===== config.mk =====
export PLATFORM = sky130hd
export DESIGN_NAME = if_stage
export DESIGN_NICKNAME = d
export VERILOG_FILES = /design/src/rtl/if_stage_pkg.sv /design/src/rtl/if_id_reg.sv /design/src/rtl/if_stage.sv
export SDC_FILE = /design/constraint.sdc
export NUM_CORES = 1
export LEC_CHECK = 0
export ABC_AREA = 1
export CORE_ASPECT_RATIO = 0.5
export CORE_UTILIZATION = 45
export DETAILED_ROUTE_END_ITERATION = 8
export PLACE_DENSITY = 0.86
export SLEW_MARGIN = 0
export SYNTH_ARGS = -nofsm -noshare
export SYNTH_HDL_FRONTEND = slang
export SYNTH_SLANG_ARGS = --single-unit
export TNS_END_PERCENT = 1

===== constraint.sdc =====
create_clock -name clk -period 2.1 [get_ports clk]
set_clock_uncertainty 0.15 [all_clocks]
set_input_delay 0.42 -clock clk [delete_from_list [all_inputs] [get_ports clk]]
set_output_delay 0.42 -clock clk [all_outputs]
set_load 0.01 [all_outputs]

===== src/rtl/if_stage_pkg.sv =====
// Shared constants and types for the instruction-fetch stage of the MIPS core.
package if_stage_pkg;

  // Instruction address and data widths used across the core.
  localparam int INST_ADDR_WIDTH = 32;
  localparam int INST_DATA_WIDTH = 32;

  // Reset vector, bubble encoding and sequential PC increment.
  localparam logic [31:0] RESET_PC_DEF = 32'h0000_0000;
  localparam logic [31:0] NOP_INST     = 32'h0000_0000;
  localparam logic [31:0] PC_STEP      = 32'd4;

  // ROM chip-enable sequencer: off in reset, on from the first edge after release.
  typedef enum logic {
    CE_OFF = 1'b0,
    CE_ON  = 1'b1
  } ce_state_e;

  // Source selected for the next PC.
  typedef enum logic [1:0] {
    PC_HOLD   = 2'd0,
    PC_FLUSH  = 2'd1,
    PC_BRANCH = 2'd2,
    PC_SEQ    = 2'd3
  } pc_sel_e;

  // Operation applied to the IF/ID register on an edge.
  typedef enum logic [1:0] {
    IFID_BUBBLE = 2'd0,
    IFID_HOLD   = 2'd1,
    IFID_LOAD   = 2'd2
  } ifid_op_e;

  // A fetch address is word-aligned only when its two low bits are zero.
  function automatic logic is_misaligned(input logic [1:0] low_bits);
    return low_bits != 2'b00;
  endfunction

endpackage


===== src/rtl/if_id_reg.sv =====
// IF/ID pipeline register: bubble/hold/load selection, fetch-error tagging
// and the count of valid instructions handed to decode.
module if_id_reg
  import if_stage_pkg::*;
#(
  parameter int ADDR_W = INST_ADDR_WIDTH,
  parameter int DATA_W = INST_DATA_WIDTH
) (
  input  logic              clk,
  input  logic              rst_n,
  input  logic              flush,
  input  logic              stall_id,
  input  logic              stall_if,
  input  logic              rom_ce,
  input  logic [ADDR_W-1:0] pc,
  input  logic [DATA_W-1:0] rom_inst,
  output logic [ADDR_W-1:0] id_pc,
  output logic [DATA_W-1:0] id_inst,
  output logic              id_valid,
  output logic              id_adel,
  output logic [31:0]       fetch_cnt
);

  ifid_op_e op;
  logic     fetch_err;

  assign fetch_err = is_misaligned(pc[1:0]);

  // Decide what the register does this edge; flush beats a decode stall,
  // which beats a fetch stall or a disabled ROM.
  always_comb begin
    // NOTE: every combinational output gets a default first so no path leaves it unassigned (no latch).
    op = IFID_LOAD;
    if (flush) begin
      op = IFID_BUBBLE;
    end else if (stall_id) begin
      op = IFID_HOLD;
    end else if (stall_if || !rom_ce) begin
      op = IFID_BUBBLE;
    end
  end

  // Pipeline register and fetched-instruction counter.
  always_ff @(posedge clk or negedge rst_n) begin
    if (!rst_n) begin
      id_pc     <= '0;
      id_inst   <= DATA_W'(NOP_INST);
      id_valid  <= 1'b0;
      id_adel   <= 1'b0;
      fetch_cnt <= '0;
    end else begin
      case (op)
        IFID_BUBBLE: begin
          id_pc    <= '0;
          id_inst  <= DATA_W'(NOP_INST);
          id_valid <= 1'b0;
          id_adel  <= 1'b0;
        end
        IFID_LOAD: begin
          id_pc     <= pc;
          // A misaligned fetch discards the ROM word and carries the error instead.
          id_inst   <= fetch_err ? DATA_W'(NOP_INST) : rom_inst;
          id_valid  <= 1'b1;
          id_adel   <= fetch_err;
          fetch_cnt <= fetch_cnt + 32'd1;
        end
        default: begin
          id_pc    <= id_pc;
          id_inst  <= id_inst;
          id_valid <= id_valid;
          id_adel  <= id_adel;
        end
      endcase
    end
  end

endmodule


===== src/rtl/if_stage.sv =====
// Instruction-fetch stage: PC register, ROM enable/address, and the IF/ID
// register fed from the combinational ROM output.
module if_stage
  import if_stage_pkg::*;
#(
  parameter int                ADDR_W   = INST_ADDR_WIDTH,
  parameter int                DATA_W   = INST_DATA_WIDTH,
  parameter logic [ADDR_W-1:0] RESET_PC = ADDR_W'(RESET_PC_DEF)
) (
  input  logic              clk,
  input  logic              rst_n,
  input  logic              stall_if,
  input  logic              stall_id,
  input  logic              flush,
  input  logic [ADDR_W-1:0] flush_pc,
  input  logic              branch_flag,
  input  logic [ADDR_W-1:0] branch_target,
  output logic              rom_ce,
  output logic [ADDR_W-1:0] rom_addr,
  input  logic [DATA_W-1:0] rom_inst,
  output logic [ADDR_W-1:0] id_pc,
  output logic [DATA_W-1:0] id_inst,
  output logic              id_valid,
  output logic              id_adel,
  output logic [31:0]       fetch_cnt
);

  ce_state_e         ce_state_q;
  ce_state_e         ce_state_d;
  pc_sel_e           pc_sel;
  logic [ADDR_W-1:0] pc_q;
  logic [ADDR_W-1:0] pc_d;

  // Chip-enable sequencer state register.
  always_ff @(posedge clk or negedge rst_n) begin
    // NOTE: clocked state uses non-blocking assignments so every flop samples pre-edge values.
    if (!rst_n) begin
      ce_state_q <= CE_OFF;
    end else begin
      ce_state_q <= ce_state_d;
    end
  end

  // Enable the ROM on the first edge after reset and keep it on.
  always_comb begin
    ce_state_d = ce_state_q;
    case (ce_state_q)
      CE_OFF:  ce_state_d = CE_ON;
      CE_ON:   ce_state_d = CE_ON;
      default: ce_state_d = CE_OFF;
    endcase
  end

  assign rom_ce = (ce_state_q == CE_ON);

  // Next-PC source: flush, then fetch stall, then a taken branch, then pc+4.
  // A branch seen while fetch is stalled is dropped; decode re-presents it.
  always_comb begin
    pc_sel = PC_HOLD;
    if (rom_ce) begin
      if (flush) begin
        pc_sel = PC_FLUSH;
      end else if (stall_if) begin
        pc_sel = PC_HOLD;
      end else if (branch_flag) begin
        pc_sel = PC_BRANCH;
      end else begin
        pc_sel = PC_SEQ;
      end
    end
  end

  // Next-PC value for the selected source; pc+4 wraps naturally.
  always_comb begin
    pc_d = pc_q;
    case (pc_sel)
      PC_FLUSH:  pc_d = flush_pc;
      PC_BRANCH: pc_d = branch_target;
      PC_SEQ:    pc_d = pc_q + ADDR_W'(PC_STEP);
      default:   pc_d = pc_q;
    endcase
  end

  // PC register.
  always_ff @(posedge clk or negedge rst_n) begin
    if (!rst_n) begin
      pc_q <= RESET_PC;
    end else begin
      pc_q <= pc_d;
    end
  end

  assign rom_addr = pc_q;

  if_id_reg #(
    .ADDR_W (ADDR_W),
    .DATA_W (DATA_W)
  ) u_if_id_reg (
    .clk       (clk),
    .rst_n     (rst_n),
    .flush     (flush),
    .stall_id  (stall_id),
    .stall_if  (stall_if),
    .rom_ce    (rom_ce),
    .pc        (pc_q),
    .rom_inst  (rom_inst),
    .id_pc     (id_pc),
    .id_inst   (id_inst),
    .id_valid  (id_valid),
    .id_adel   (id_adel),
    .fetch_cnt (fetch_cnt)
  );

endmodule

==> results.tsv <==
stage	metric	value	unit
status	status	finished with violations	
status	violations	DRC	
power_and_ir_drop	comb_power_share	20.5	%
cells_and_area	area_growth	48.72	%
setup_path	arrival	1.53	ns
routing	avgViaCountPerCell	5.550	
global_routing	grt_first_pass_wirelength	38.58	mm
sta	max_freq	0.4765	GHz
die	ios	233	
power_and_ir_drop	pwr-share-clk	40.9	%
sta	finalCriticalPeriod	2.099	ns
power_and_ir_drop	ir_drop	605.2	uV
power_and_ir_drop	switchingPower	0.002293	W
routing	drtPass1Iterations	8	
die	fp.coreArea	15410	sq um
hold_path	hold_path_class	input port to flip-flop	
setup_path	critPathBufInv	1	
power_and_ir_drop	p_leak	4.528	nW
clocking	cts_root_buffer	clkbuf_16	
global_routing	grt_max_degree	67	
clocking	cts_sinks	131	
routing	antenna_left	0	
setup_path	crit_family	buffers and inverters	
cells_and_area	drive_above_1_share	10.54	%
setup_path	required	1.53	ns
die	die-area	16350	sq um
cells_and_area	post-route-util	68.64	%
setup_path	end_kind	primary output	
setup_path	critPathKind	flip-flop to primary output	
setup_path	reg2reg_setup_slack	0.20	ns
power_and_ir_drop	netSwitchingFraction	29.73	%
sta	tightestPinTransition	0.7649	ns
power_and_ir_drop	power.internal	0.005421	W
flow_run	maxCapViolCount	0	
setup_path	worstSetupStartpointType	flip-flop	
global_routing	grt_overflow	0	
synth	synth_cell_types	39	
sta	fin_setup_tns	0	ns
sta	fin_ws	0.001187	ns
power_and_ir_drop	seqPwrFrac	38.5	%
routing	drc	7	
synth	avgSynthCellArea	7.650	sq um
routing	finalWirelength	24.00	mm
sta	hold_viol_final	0	
cells_and_area	fin_nets	1280	
hold_path	hold_path_end	u_if_id_reg.id_adel	
clocking	cts_buffers	17	
sta	setup_violations	0	
routing	drtIter0Drc	579	
setup_path	cpPeakStageDelay	0.63	ns
synth	syn_inst	930	
clocking	tritoncts	yes	
global_routing	grt_pass1_vias	7505	
placed_design	dp_slack	-0.4005	ns
placed_design	numPortBuffers	232	
cells_and_area	diodes	0	
die	die_h	90.91	um
placed_design	dp_hpwl	17.22	mm
synth	ys_async_sr_fraction	100.0	%
clocking	clk_latency	0.42	ns
hold_path	hold_depth	3	
setup_path	crit_fanout	7	
routing	vias	7715	
global_routing	antenna_found_initial	0	
die	rows	32	
synth	ys_seq_area_share	46.08	%
clocking	clkSlewWorstSetupHoldPaths	0.06	ns
hold_path	min_from	stall_id	
clocking	postCtsSetupBuffers	0	
die	die_w	179.8	um
die	start_util	46.15	%
power_and_ir_drop	finalPower	0.007714	W
synth	synth_top_flop_cell	dfrtp_1	
routing	wl_per_cell	17.27	um
synth	syn_area	7114	sq um
synth	synth_edf_count	0	
clocking	cts_buffer_depth	2	
setup_path	rr_worst_depth	9	
cells_and_area	num-fill-cells	1218	
setup_path	critPathSlowestCell	clkdlybuf4s50_1	
synth	synth_seq_cells	131	
clocking	cts_htree_levels	4	
sta	timing.final.crit_share	99.94	%
sta	slew_headroom	49.01	%
power_and_ir_drop	power_density	729.1	nW/um^2
synth	synth_fp_nets	1037	
placed_design	gp_congestion	0.9648	
global_routing	track_usage	29.50	%
setup_path	reg2reg_to	rom_addr[22]	
sta	rsz0062_at_grt	true	
setup_path	path_cells	clkdlybuf4s50_1	
setup_path	rr_startpoint	rom_addr[3]	
sta	slew_viol_final	0	
synth	yosysWarnings	0	
layer usage:
metal	up-vias	routed length (um)	global-route usage [%]
met5	-	0	0
met4	0	752	12.36
met3	63	1311	3.790
met2	336	11780	50.42
met1	3749	10160	37.98
li1	3567	-	-
cell usage in the layout (no fill, tap or decap), drive strengths merged:
cell type      count
a21boi             3
a21oi             25
a221oi            20
a22oi             15
a31oi              3
a32o               4
a32oi              1
buf               36
bufinv             3
clkbuf            21
clkdlybuf4s50    230
clkinv             1
clkinvlp           5
conb               1
dfrtp            131
dlygate4sd3        1
ha                 5
inv               73
nand2            253
nand3            108
nand3b             7
nand4              4
nor2             130
nor3               3
nor3b              1
o211ai             1
o21ai             78
o21bai             2
o22ai              2
xnor2             11
xor2               8
state kept, by name (all words and copies together) (netlist names):
| name | cells |
|---|---|
| u_if_id_reg.fetch_cnt | 32 |
| rom_addr | 32 |
| u_if_id_reg.id_pc | 32 |
| u_if_id_reg.id_adel | 1 |
| u_if_id_reg.id_valid | 1 |
| u_if_id_reg.id_inst | 32 |
| rom_ce | 1 |
worst max path at each step:
stage / slack (ns) / cells after the start / end / startpoint
2_1_floorplan: 0.06 / 10 / rom_addr[15] / flush
3_3_place_gp: -0.29 / 10 / rom_addr[16] / stall_if
3_5_place_dp: -0.40 / 10 / rom_addr[22] / stall_if
4_1_cts: 0.01 / 1 / rom_addr[4] / rom_addr[4]
5_1_grt: -0.06 / 10 / rom_addr[16] / flush
6_report: 0.001 / 1 / rom_addr[4] / rom_addr[4]
cells by family after synthesis:
kind of cell | synth area share [%]
and+or+nand+nor | 31.32
xor gates and xnor gates | 2.339
DFF | 46.08
AOI/OAI and AO/OA | 13.05
other | 0.05271
adders and majority gates | 0.8794
buffers and inverters | 6.279
final cells by class:
type                            instances  area, sq um  share of cell area, %
Sequential cell                       131         3281                  31.01
Timing Repair Buffer                  267         2654                  25.08
Inverter                               71        266.5                  2.519
Clock buffer                           21        470.5                  4.447
Multi-Input combinational cell        685         3503                  33.11
Clock inverter                         11        150.1                  1.419
Tap cell                              204        255.2                  2.413
power by group through the flow:
stage               clock [W]  sequential, W  combinational (W)
finish                0.00316        0.00297            0.00158
global route          0.00326        0.00300            0.00170
CTS                   0.00316        0.00296            0.00155
detailed placement          0        0.00300            0.00152
global placement            0        0.00300            0.00148
floorplan                   0        0.00302           0.000608
through the flow:
stage / std cells / hold slack [ns] / instance area [sq um]
after global routing: 1390 / 0.1543 / 10580
final: 1390 / 0.1526 / 10580
after CTS: 1390 / 0.1549 / 10460
after global placement: 1357 / 0.1965 / 9831
after floorplan: 930 / -0.02559 / 7114
after detailed placement: 1357 / 0.2032 / 9831
Yosys cell counts, types with 2 or more instances:
library cell	count	area (sq um)
a21boi_0	2	15.01
o22ai_1	2	12.51
a221oi_1	20	175.2
a31oi_1	3	18.77
buf_2	12	60.06
nand2_2	7	43.79
nor2_4	7	78.83
a32o_1	4	40.04
buf_1	2	7.510
nor2_1	111	416.7
o21bai_1	2	15.01
xor2_1	8	70.07
a21oi_1	25	125.1
dfrtp_1	131	3278
xnor2_1	11	96.34
ha_1	5	62.56
nand4_1	4	25.02
nor2_2	11	68.82
clkbuf_1	28	105.1
a22oi_1	15	112.6
o21ai_1	3	15.01
nand3_1	108	540.5
inv_1	69	259.0
inv_2	2	7.510
nand3b_1	6	45.04
nand2_1	245	919.6
o21ai_0	75	375.4
repair_timing:
action | in CTS | in global routing
endpoints found under the setup margin | 1 | 29
pin swaps | 0 | 0
endpoints found under the hold margin | 36 | 0
resized for setup | 1 | 24
hold buffers | 1 | 0
Power figures use the tool's default switching activity.
